File: config.mk
export PLATFORM = sky130hd
export DESIGN_NAME = alu_txn_sequencer_flat
export DESIGN_NICKNAME = d
export VERILOG_FILES = /design/src/rtl/alu_txn_sequencer_if.sv /design/src/rtl/alu_txn_sequencer.sv /design/src/flat_wrapper.sv
export SDC_FILE = /design/constraint.sdc
export NUM_CORES = 2
export LEC_CHECK = 0
export CAP_MARGIN = 20
export CORE_ASPECT_RATIO = 2
export CORE_MARGIN = 5
export CORE_UTILIZATION = 58
export DETAILED_ROUTE_END_ITERATION = 8
export GPL_TIMING_DRIVEN = 1
export PLACE_DENSITY = 0.79
export REMOVE_ABC_BUFFERS = 1
export SYNTH_ARGS = -nofsm -noshare
export SYNTH_HDL_FRONTEND = slang
export SYNTH_SLANG_ARGS = --single-unit
File: constraint.sdc
create_clock -name clk -period 8 [get_ports clk]
set_input_delay 1.6 -clock clk [delete_from_list [all_inputs] [get_ports clk]]
set_output_delay 1.6 -clock clk [all_outputs]
set_load 0.05 [all_outputs]
File: src/rtl/alu_txn_sequencer_if.sv
`default_nettype none
// ============================================================================
// Module   : alu_txn_sequencer_if
// Brief    : Request, ALU-issue and response signal bundle of the sequencer.
// Revision : 1.0
// ============================================================================
interface alu_txn_sequencer_if #(
    parameter int NUM_CH = 4,
    parameter int DATA_W = 32,
    parameter int OP_W   = 7,
    parameter int TAG_W  = 4
);
    localparam int c_CH_W = (NUM_CH > 1) ? $clog2(NUM_CH) : 1;

    logic [NUM_CH-1:0]          req_valid_i;
    logic [NUM_CH-1:0]          req_ready_o;
    logic [NUM_CH*OP_W-1:0]     req_op_i;
    logic [NUM_CH*3*DATA_W-1:0] req_operands_i;

    logic                       alu_enable_o;
    logic [OP_W-1:0]            alu_operator_o;
    logic [DATA_W-1:0]          alu_operand_a_o;
    logic [DATA_W-1:0]          alu_operand_b_o;
    logic [DATA_W-1:0]          alu_operand_c_o;
    logic                       alu_ex_ready_o;
    logic [DATA_W-1:0]          alu_result_i;
    logic                       alu_comparison_i;
    logic                       alu_ready_i;

    logic                       rsp_valid_o;
    logic                       rsp_ready_i;
    logic [c_CH_W-1:0]          rsp_ch_o;
    logic [TAG_W-1:0]           rsp_tag_o;
    logic [DATA_W-1:0]          rsp_result_o;
    logic                       rsp_cmp_o;
    logic                       rsp_err_o;

    modport slave (
        input  req_valid_i, req_op_i, req_operands_i,
        output req_ready_o,
        output alu_enable_o, alu_operator_o, alu_operand_a_o, alu_operand_b_o,
        output alu_operand_c_o, alu_ex_ready_o,
        input  alu_result_i, alu_comparison_i, alu_ready_i,
        output rsp_valid_o, rsp_ch_o, rsp_tag_o, rsp_result_o, rsp_cmp_o, rsp_err_o,
        input  rsp_ready_i
    );

    modport master (
        output req_valid_i, req_op_i, req_operands_i,
        input  req_ready_o,
        input  alu_enable_o, alu_operator_o, alu_operand_a_o, alu_operand_b_o,
        input  alu_operand_c_o, alu_ex_ready_o,
        output alu_result_i, alu_comparison_i, alu_ready_i,
        input  rsp_valid_o, rsp_ch_o, rsp_tag_o, rsp_result_o, rsp_cmp_o, rsp_err_o,
        output rsp_ready_i
    );
endinterface
`default_nettype wire

File: src/rtl/alu_txn_sequencer.sv
`default_nettype none
// ============================================================================
// Module   : alu_txn_sequencer
// Brief    : Round-robin multi-channel ALU issue front end with response FIFO
//            and per-operation timeout.
// Revision : 1.0
// ============================================================================
module alu_txn_sequencer #(
    parameter int NUM_CH    = 4,
    parameter int DATA_W    = 32,
    parameter int OP_W      = 7,
    parameter int DEPTH     = 4,
    parameter int RSP_DEPTH = 4,
    parameter int TAG_W     = 4,
    parameter int TIMEOUT   = 64
) (
    input  logic                     clk,
    input  logic                     rst,
    alu_txn_sequencer_if.slave       bus,
    output logic                     busy_o,
    output logic                     err_timeout_o
);
    localparam int c_CH_W   = (NUM_CH > 1) ? $clog2(NUM_CH) : 1;
    localparam int c_PTR_W  = $clog2(DEPTH);
    localparam int c_RPTR_W = $clog2(RSP_DEPTH);
    localparam int c_CNT_W  = $clog2(TIMEOUT) + 1;
    localparam int c_RSP_W  = c_CH_W + TAG_W + DATA_W + 2;

    typedef enum logic [0:0] {
        S_IDLE = 1'b0,
        S_EXEC = 1'b1
    } state_e;

    state_e              r_state, w_state_nxt;

    logic [NUM_CH-1:0]   w_full, w_empty, w_push, w_pop;
    logic [OP_W-1:0]     w_head_op   [NUM_CH];
    logic [3*DATA_W-1:0] w_head_opnd [NUM_CH];
    logic [TAG_W-1:0]    w_head_tag  [NUM_CH];

    logic                w_grant_vld;
    logic [c_CH_W-1:0]   w_grant_ch, w_scan;
    logic                w_issue, w_rsp_push, w_abort, w_cnt_inc, w_exec;

    logic [c_CH_W-1:0]   r_rr, r_ch;
    logic [OP_W-1:0]     r_op;
    logic [3*DATA_W-1:0] r_opnd;
    logic [TAG_W-1:0]    r_tag;
    logic [c_CNT_W-1:0]  r_tmo_cnt;
    logic                r_err_tmo;

    logic [c_RSP_W-1:0]  r_rsp_mem [RSP_DEPTH];
    logic [c_RPTR_W:0]   r_rsp_wr, r_rsp_rd;
    logic                w_rsp_full, w_rsp_empty, w_rsp_pop;
    logic [DATA_W-1:0]   w_rsp_res;
    logic                w_rsp_cmp;

    // Per-channel request FIFOs; each entry carries the tag assigned at accept
    for (genvar k = 0; k < NUM_CH; k++) begin : g_ch
        logic [OP_W-1:0]     r_mem_op   [DEPTH];
        logic [3*DATA_W-1:0] r_mem_opnd [DEPTH];
        logic [TAG_W-1:0]    r_mem_tag  [DEPTH];
        logic [c_PTR_W:0]    r_wr_ptr, r_rd_ptr;
        logic [TAG_W-1:0]    r_tag_cnt;

        assign w_empty[k] = (r_wr_ptr == r_rd_ptr);
        assign w_full[k]  = (r_wr_ptr[c_PTR_W] != r_rd_ptr[c_PTR_W]) &&
                            (r_wr_ptr[c_PTR_W-1:0] == r_rd_ptr[c_PTR_W-1:0]);
        assign w_push[k]  = bus.req_valid_i[k] && !w_full[k];

        assign w_head_op[k]   = r_mem_op[r_rd_ptr[c_PTR_W-1:0]];
        assign w_head_opnd[k] = r_mem_opnd[r_rd_ptr[c_PTR_W-1:0]];
        assign w_head_tag[k]  = r_mem_tag[r_rd_ptr[c_PTR_W-1:0]];

        always_ff @(posedge clk or posedge rst) begin
            if (rst) begin
                r_wr_ptr  <= '0;
                r_rd_ptr  <= '0;
                r_tag_cnt <= '0;
            end else begin
                if (w_push[k]) begin
                    r_wr_ptr  <= r_wr_ptr + 1'b1;
                    r_tag_cnt <= r_tag_cnt + 1'b1;
                end
                if (w_pop[k]) begin
                    r_rd_ptr <= r_rd_ptr + 1'b1;
                end
            end
        end

        always_ff @(posedge clk) begin
            if (w_push[k]) begin
                r_mem_op[r_wr_ptr[c_PTR_W-1:0]]   <= bus.req_op_i[k*OP_W +: OP_W];
                r_mem_opnd[r_wr_ptr[c_PTR_W-1:0]] <= bus.req_operands_i[k*3*DATA_W +: 3*DATA_W];
                r_mem_tag[r_wr_ptr[c_PTR_W-1:0]]  <= r_tag_cnt;
            end
        end
    end

    assign bus.req_ready_o = ~w_full;

    // Scan from the channel after the last grant, wrapping at NUM_CH
    always_comb begin
        w_grant_vld = 1'b0;
        w_grant_ch  = '0;
        w_scan      = r_rr;
        for (int i = 0; i < NUM_CH; i++) begin
            w_scan = (w_scan == c_CH_W'(NUM_CH - 1)) ? '0 : w_scan + 1'b1;
            if (!w_grant_vld && !w_empty[w_scan]) begin
                w_grant_vld = 1'b1;
                w_grant_ch  = w_scan;
            end
        end
    end

    assign w_exec             = (r_state == S_EXEC);
    assign bus.alu_ex_ready_o = w_exec && !w_rsp_full;

    always_ff @(posedge clk or posedge rst) begin
        if (rst) begin
            r_state <= S_IDLE;
        end else begin
            r_state <= w_state_nxt;
        end
    end

    always_comb begin
        w_state_nxt = r_state;
        w_pop       = '0;
        w_issue     = 1'b0;
        w_rsp_push  = 1'b0;
        w_abort     = 1'b0;
        w_cnt_inc   = 1'b0;
        case (r_state)
            S_IDLE: begin
                if (w_grant_vld) begin
                    w_issue     = 1'b1;
                    w_pop       = NUM_CH'(1) << w_grant_ch;
                    w_state_nxt = S_EXEC;
                end
            end
            S_EXEC: begin
                // Nothing advances while the response FIFO is full, so an
                // abort push can never be lost
                if (bus.alu_ex_ready_o) begin
                    if (bus.alu_ready_i) begin
                        w_rsp_push  = 1'b1;
                        w_state_nxt = S_IDLE;
                    end else if (r_tmo_cnt == c_CNT_W'(TIMEOUT - 1)) begin
                        w_rsp_push  = 1'b1;
                        w_abort     = 1'b1;
                        w_state_nxt = S_IDLE;
                    end else begin
                        w_cnt_inc = 1'b1;
                    end
                end
            end
            default: w_state_nxt = S_IDLE;
        endcase
    end

    always_ff @(posedge clk or posedge rst) begin
        if (rst) begin
            r_rr      <= c_CH_W'(NUM_CH - 1);
            r_ch      <= '0;
            r_op      <= '0;
            r_opnd    <= '0;
            r_tag     <= '0;
            r_tmo_cnt <= '0;
            r_err_tmo <= 1'b0;
        end else begin
            if (w_issue) begin
                r_rr      <= w_grant_ch;
                r_ch      <= w_grant_ch;
                r_op      <= w_head_op[w_grant_ch];
                r_opnd    <= w_head_opnd[w_grant_ch];
                r_tag     <= w_head_tag[w_grant_ch];
                r_tmo_cnt <= '0;
            end else if (w_cnt_inc) begin
                r_tmo_cnt <= r_tmo_cnt + 1'b1;
            end
            if (w_abort) begin
                r_err_tmo <= 1'b1;
            end
        end
    end

    assign bus.alu_enable_o    = w_exec;
    assign bus.alu_operator_o  = w_exec ? r_op : '0;
    assign bus.alu_operand_a_o = w_exec ? r_opnd[0*DATA_W +: DATA_W] : '0;
    assign bus.alu_operand_b_o = w_exec ? r_opnd[1*DATA_W +: DATA_W] : '0;
    assign bus.alu_operand_c_o = w_exec ? r_opnd[2*DATA_W +: DATA_W] : '0;

    assign w_rsp_empty = (r_rsp_wr == r_rsp_rd);
    assign w_rsp_full  = (r_rsp_wr[c_RPTR_W] != r_rsp_rd[c_RPTR_W]) &&
                         (r_rsp_wr[c_RPTR_W-1:0] == r_rsp_rd[c_RPTR_W-1:0]);
    assign w_rsp_pop   = !w_rsp_empty && bus.rsp_ready_i;
    assign w_rsp_res   = w_abort ? '0 : bus.alu_result_i;
    assign w_rsp_cmp   = w_abort ? 1'b0 : bus.alu_comparison_i;

    always_ff @(posedge clk or posedge rst) begin
        if (rst) begin
            r_rsp_wr <= '0;
            r_rsp_rd <= '0;
        end else begin
            if (w_rsp_push) begin
                r_rsp_wr <= r_rsp_wr + 1'b1;
            end
            if (w_rsp_pop) begin
                r_rsp_rd <= r_rsp_rd + 1'b1;
            end
        end
    end

    always_ff @(posedge clk) begin
        if (w_rsp_push) begin
            r_rsp_mem[r_rsp_wr[c_RPTR_W-1:0]] <= {r_ch, r_tag, w_rsp_res, w_rsp_cmp, w_abort};
        end
    end

    assign bus.rsp_valid_o = !w_rsp_empty;
    assign {bus.rsp_ch_o, bus.rsp_tag_o, bus.rsp_result_o, bus.rsp_cmp_o, bus.rsp_err_o} =
        r_rsp_mem[r_rsp_rd[c_RPTR_W-1:0]];

    assign busy_o        = w_exec || !(&w_empty) || !w_rsp_empty;
    assign err_timeout_o = r_err_tmo;
endmodule
`default_nettype wire

File: src/flat_wrapper.sv
// flat-port wrapper written by rule: the top's interface ports become plain ports
module alu_txn_sequencer_flat 
#(
    parameter int NUM_CH    = 4,
    parameter int DATA_W    = 32,
    parameter int OP_W      = 7,
    parameter int DEPTH     = 4,
    parameter int RSP_DEPTH = 4,
    parameter int TAG_W     = 4,
    parameter int TIMEOUT   = 64
)
  (clk, rst, busy_o, err_timeout_o, bus_req_valid_i, bus_req_op_i, bus_req_operands_i, bus_req_ready_o, bus_alu_enable_o, bus_alu_operator_o, bus_alu_operand_a_o, bus_alu_operand_b_o, bus_alu_operand_c_o, bus_alu_ex_ready_o, bus_alu_result_i, bus_alu_comparison_i, bus_alu_ready_i, bus_rsp_valid_o, bus_rsp_ch_o, bus_rsp_tag_o, bus_rsp_result_o, bus_rsp_cmp_o, bus_rsp_err_o, bus_rsp_ready_i);
  alu_txn_sequencer_if #(.NUM_CH(NUM_CH), .DATA_W(DATA_W), .OP_W(OP_W), .TAG_W(TAG_W)) bus_i ();
  input  logic clk;
  input  logic rst;
  output logic busy_o;
  output logic err_timeout_o;
  input wire logic [$bits(bus_i.req_valid_i)-1:0] bus_req_valid_i;
  input wire logic [$bits(bus_i.req_op_i)-1:0] bus_req_op_i;
  input wire logic [$bits(bus_i.req_operands_i)-1:0] bus_req_operands_i;
  output wire logic [$bits(bus_i.req_ready_o)-1:0] bus_req_ready_o;
  output wire logic [$bits(bus_i.alu_enable_o)-1:0] bus_alu_enable_o;
  output wire logic [$bits(bus_i.alu_operator_o)-1:0] bus_alu_operator_o;
  output wire logic [$bits(bus_i.alu_operand_a_o)-1:0] bus_alu_operand_a_o;
  output wire logic [$bits(bus_i.alu_operand_b_o)-1:0] bus_alu_operand_b_o;
  output wire logic [$bits(bus_i.alu_operand_c_o)-1:0] bus_alu_operand_c_o;
  output wire logic [$bits(bus_i.alu_ex_ready_o)-1:0] bus_alu_ex_ready_o;
  input wire logic [$bits(bus_i.alu_result_i)-1:0] bus_alu_result_i;
  input wire logic [$bits(bus_i.alu_comparison_i)-1:0] bus_alu_comparison_i;
  input wire logic [$bits(bus_i.alu_ready_i)-1:0] bus_alu_ready_i;
  output wire logic [$bits(bus_i.rsp_valid_o)-1:0] bus_rsp_valid_o;
  output wire logic [$bits(bus_i.rsp_ch_o)-1:0] bus_rsp_ch_o;
  output wire logic [$bits(bus_i.rsp_tag_o)-1:0] bus_rsp_tag_o;
  output wire logic [$bits(bus_i.rsp_result_o)-1:0] bus_rsp_result_o;
  output wire logic [$bits(bus_i.rsp_cmp_o)-1:0] bus_rsp_cmp_o;
  output wire logic [$bits(bus_i.rsp_err_o)-1:0] bus_rsp_err_o;
  input wire logic [$bits(bus_i.rsp_ready_i)-1:0] bus_rsp_ready_i;
  assign bus_i.req_valid_i = bus_req_valid_i;
  assign bus_i.req_op_i = bus_req_op_i;
  assign bus_i.req_operands_i = bus_req_operands_i;
  assign bus_req_ready_o = bus_i.req_ready_o;
  assign bus_alu_enable_o = bus_i.alu_enable_o;
  assign bus_alu_operator_o = bus_i.alu_operator_o;
  assign bus_alu_operand_a_o = bus_i.alu_operand_a_o;
  assign bus_alu_operand_b_o = bus_i.alu_operand_b_o;
  assign bus_alu_operand_c_o = bus_i.alu_operand_c_o;
  assign bus_alu_ex_ready_o = bus_i.alu_ex_ready_o;
  assign bus_i.alu_result_i = bus_alu_result_i;
  assign bus_i.alu_comparison_i = bus_alu_comparison_i;
  assign bus_i.alu_ready_i = bus_alu_ready_i;
  assign bus_rsp_valid_o = bus_i.rsp_valid_o;
  assign bus_rsp_ch_o = bus_i.rsp_ch_o;
  assign bus_rsp_tag_o = bus_i.rsp_tag_o;
  assign bus_rsp_result_o = bus_i.rsp_result_o;
  assign bus_rsp_cmp_o = bus_i.rsp_cmp_o;
  assign bus_rsp_err_o = bus_i.rsp_err_o;
  assign bus_i.rsp_ready_i = bus_rsp_ready_i;
  alu_txn_sequencer #(.NUM_CH(NUM_CH), .DATA_W(DATA_W), .OP_W(OP_W), .DEPTH(DEPTH), .RSP_DEPTH(RSP_DEPTH), .TAG_W(TAG_W), .TIMEOUT(TIMEOUT)) u_core (.clk(clk), .rst(rst), .bus(bus_i), .busy_o(busy_o), .err_timeout_o(err_timeout_o));
endmodule
==> impl_metrics.py <==
metrics = {
    "timing": {
        "rsz0062_at_grt": "no",
        "hold_violations": 0,
        "slew_viol_final": 0,
        "min_period_ns": 5.734,
        "tightest_slew_ns": 1.332,
        "holdWs_ns": 0.4708,
        "setup_viol": 0,
        "setup-tns-final_ns": 0,
        "skew_ns": 0.05433,
        "post-route-period-util": 0.7168,
        "clock.fmax_ghz": 0.1744,
        "slew_headroom": 0.1121,
    },
    "synthesis": {
        "ys_seq_elements": 2038,
        "netlist_area_um2": 77880,
        "syn_avg_cell_area_um2": 22.35,
        "synth_top_cell_area_share": 0.7218,
        "async_flop_share": 0.08145,
        "synth.distinct_cells": 43,
        "synth.yosys.seq_area_share": 0.7752,
        "syn_inst": 3484,
        "ys_top_cells_by_area": "edfxtp_1, mux4_2, dfrtp_1",
        "yosys_warnings": 0,
        "synthFlopType": "edfxtp_1",
        "yosys.area.top_type": "edfxtp_1",
        "synth-edff-count": 1872,
    },
    "clock_tree": {
        "clock-sinks": 2038,
        "cts_tree": "yes",
        "holdBufCountCts": 0,
        "clock-root-buffer": "clkbuf_16",
        "cts.clk_slew.worst_paths_ns": 0.06,
        "cts_resized": 0,
        "cts_inserted_buffers": 166,
        "post_cts_buffers": 0,
        "cts.path.max_buffers": 3,
        "htreeDepth": 4,
        "clk_latency_ns": 0.80,
    },
    "floorplan": {
        "die_w_um": 269.1,
        "rows": 190,
        "fp.dieH_um": 528.2,
        "dieArea_um2": 142100,
        "start_util": 0.5819,
        "io_pins": 605,
        "core_um2": 133800,
    },
    "setup_path": {
        "worstPathCellList": "xor2_1, or3_1, or4_4, or3_1, clkdlybuf4s50_1",
        "critPathSlowestCell": "dfrtp_4",
        "critPathLaunchType": "flip-flop",
        "critPathMaxFanout": 37,
        "cpMostUsedCell": "or3_1",
        "worst_setup_path_end_kind": "primary output",
        "max_stage_delay_ns": 1.00,
        "critPathKind": "flip-flop to primary output",
        "worstPathArrival_ns": 4.13,
        "worst-endpoint-required_ns": 6.40,
    },
    "cells_and_area": {
        "nets": 4613,
        "fin_cells": 6047,
        "area_delta_synth_final_pct": 17.55,
        "drive_gt1_frac": 0.1933,
        "fill_cells": 8083,
    },
    "power": {
        "p_int_uw": 25130,
        "p_clk_frac": 0.214,
        "power.switching_uw": 13580,
        "p_sw_frac": 0.3508,
        "combPwrFrac": 0.378,
        "power_frac_seq": 0.408,
        "power_density_nw_per_um2": 422.8,
        "p_leak_uw": 0.03090,
        "vdd_drop_max_v": 0.0005910,
    },
    "route": {
        "wl_per_cell_um": 31.70,
        "wirelength_um": 191700,
        "firstDrtPassIters": 5,
        "vias": 38470,
        "vias_per_cell": 6.362,
        "drt_iter0_drc": 3644,
        "drc": 0,
        "ant_nets": 0,
    },
    "placement": {
        "place_congestion": 0.7652,
        "io_buffers": 604,
        "dp_cells": 5689,
        "hpwl_um": 118700,
    },
    "outcome": {
        "outcome": "finished clean",
    },
    "global_routing": {
        "antenna_found_initial": 102,
        "grt_overflow": 0,
        "grt.total_usage": 0.2706,
        "grt_pass1_vias": 40910,
        "grt_pass1_wl_um": 279500,
        "grt_max_degree": 95,
    },
    "job": {
        "cap_violations": 0,
    },
    "worst_hold_path": {
        "hp-class": "flip-flop to flip-flop",
    },
}
## metrics by stage
| step | utilization | power, uW | setup WS, ns | area (um^2) |
|---|---|---|---|---|
| after floorplan | - | 26160 | -5.269 | 77050 |
| after global placement | 0.6418 | 30230 | 3.035 | 85890 |
| after detailed placement | 0.6418 | 30680 | 3.062 | 85890 |
| after CTS | 0.6831 | 38970 | 2.151 | 91430 |
| after global routing | 0.6837 | 40240 | 2.031 | 91500 |
| final | 0.6840 | 38710 | 2.266 | 91550 |
## cells in the mapped netlist, types with 31 or more instances
master / count
buf_2: 51
clkbuf_1: 113
nand2_1: 32
and2_1: 111
nor2b_1: 33
a21o_1: 99
o22ai_1: 107
mux2i_1: 207
ha_1: 31
edfxtp_1: 1872
dfrtp_1: 164
mux4_2: 468
## layout make-up
type	count	area (um^2)	area share
tap	1728	2162	0.02362
multi-input combinational	1249	16730	0.1827
timing repair buffer	659	6534	0.07137
clock buffer	226	4544	0.04964
clock inverter	86	991.0	0.01082
sequential	2038	60410	0.6598
antenna	46	115.1	0.001257
inverter	15	63.81	0.0006970
## logic make-up (layout without fill, tap and decap cells)
logic type | Yosys count | in the layout | synth area share
DFF | 2038 | 2038 | 0.7752
muxes | 692 | 692 | 0.1644
and+or+nand+nor | 242 | 242 | 0.01804
AOI/OAI and AO/OA | 234 | 234 | 0.02036
buffers and inverters | 197 | 986 | 0.01138
xor gates and xnor gates | 50 | 50 | 0.005623
adders and majority gates | 31 | 31 | 0.004981
other | 0 | 46 | 0
## registers in the layout, indices dropped and copies added, names as in the netlist
signal,flops
u_core.bus.alu_enable_o,1
u_core.err_timeout_o,1
u_core.g_ch.r_mem_op,112
u_core.g_ch.r_mem_opnd,1536
u_core.g_ch.r_mem_tag,64
u_core.g_ch.r_rd_ptr,12
u_core.g_ch.r_tag_cnt,16
u_core.g_ch.r_wr_ptr,12
u_core.r_ch,2
u_core.r_op,7
u_core.r_opnd,96
u_core.r_rr,2
u_core.r_rsp_mem,160
u_core.r_rsp_rd,3
u_core.r_rsp_wr,3
u_core.r_tag,4
u_core.r_tmo_cnt,7
## routing by layer
metal	vias to the layer above	GRT usage	wire length, um
met5	-	0	639
met4	102	0.08318	5656
met3	407	0.07665	16830
met2	1853	0.4736	100700
met1	20320	0.3318	67840
li1	15790	-	-
## power by group through the flow
stage / Combinational [uW] / Clock [uW] / Sequential, uW
5_1_grt: 15400 / 8870 / 16000
2_1_floorplan: 9900 / 0 / 16300
4_1_cts: 14800 / 8400 / 15800
6_report: 14600 / 8290 / 15800
3_3_place_gp: 14400 / 0 / 15800
3_5_place_dp: 14700 / 0 / 16000
## worst paths after layout
| check | start | to | slack [ns] | cells after the start |
|---|---|---|---|---|
| min reg2reg | u_core.r_op[2] | u_core.r_op[2] | 0.47 | 1 |
| min | u_core.r_op[2] | u_core.r_op[2] | 0.47 | 1 |
| min in group asynchronous | rst | u_core.r_ch[1] | 1.32 | 2 |
| max in group asynchronous | rst | u_core.g_ch[3].r_rd_ptr[1] | 5.22 | 3 |
| max | u_core.g_ch[0].r_rd_ptr[0] | busy_o | 2.27 | 5 |
| max reg2reg | u_core.g_ch[0].r_rd_ptr[0] | u_core.r_opnd[18] | 3.53 | 9 |
## cells in the final DEF (no fill, tap or decap), drive strengths merged, types with 2 or more instances in the layout
cell | netlist | routed
xnor2 | 22 | 22
nand3 | 5 | 5
xor2 | 28 | 28
o22ai | 107 | 107
dfrtp | 164 | 164
diode | 0 | 46
edfxtp | 1872 | 1872
ha | 31 | 31
buf | 69 | 55
or2 | 2 | 2
nand4 | 4 | 4
or3 | 9 | 9
nor3 | 6 | 6
mux2i | 207 | 207
and3 | 19 | 19
bufinv | 0 | 17
nor2 | 15 | 15
clkinv | 0 | 56
dfstp | 2 | 2
mux4 | 468 | 468
o21ai | 9 | 9
clkdlybuf4s50 | 0 | 604
mux2 | 17 | 17
a21oi | 11 | 11
inv | 15 | 22
a21o | 99 | 99
nor2b | 33 | 33
clkinvlp | 0 | 6
and2 | 112 | 112
nand2 | 36 | 36
clkbuf | 113 | 226
## worst max-delay path, delay by kind of cell (launching register included)
| family | cells | cell delay (ns) |
|---|---|---|
| xor gates and xnor gates | 1 | 0.27 |
| DFF | 1 | 1.00 |
| buffers and inverters | 1 | 0.72 |
| and+or+nand+nor | 3 | 1.36 |
(Power assumes the default switching activity.)
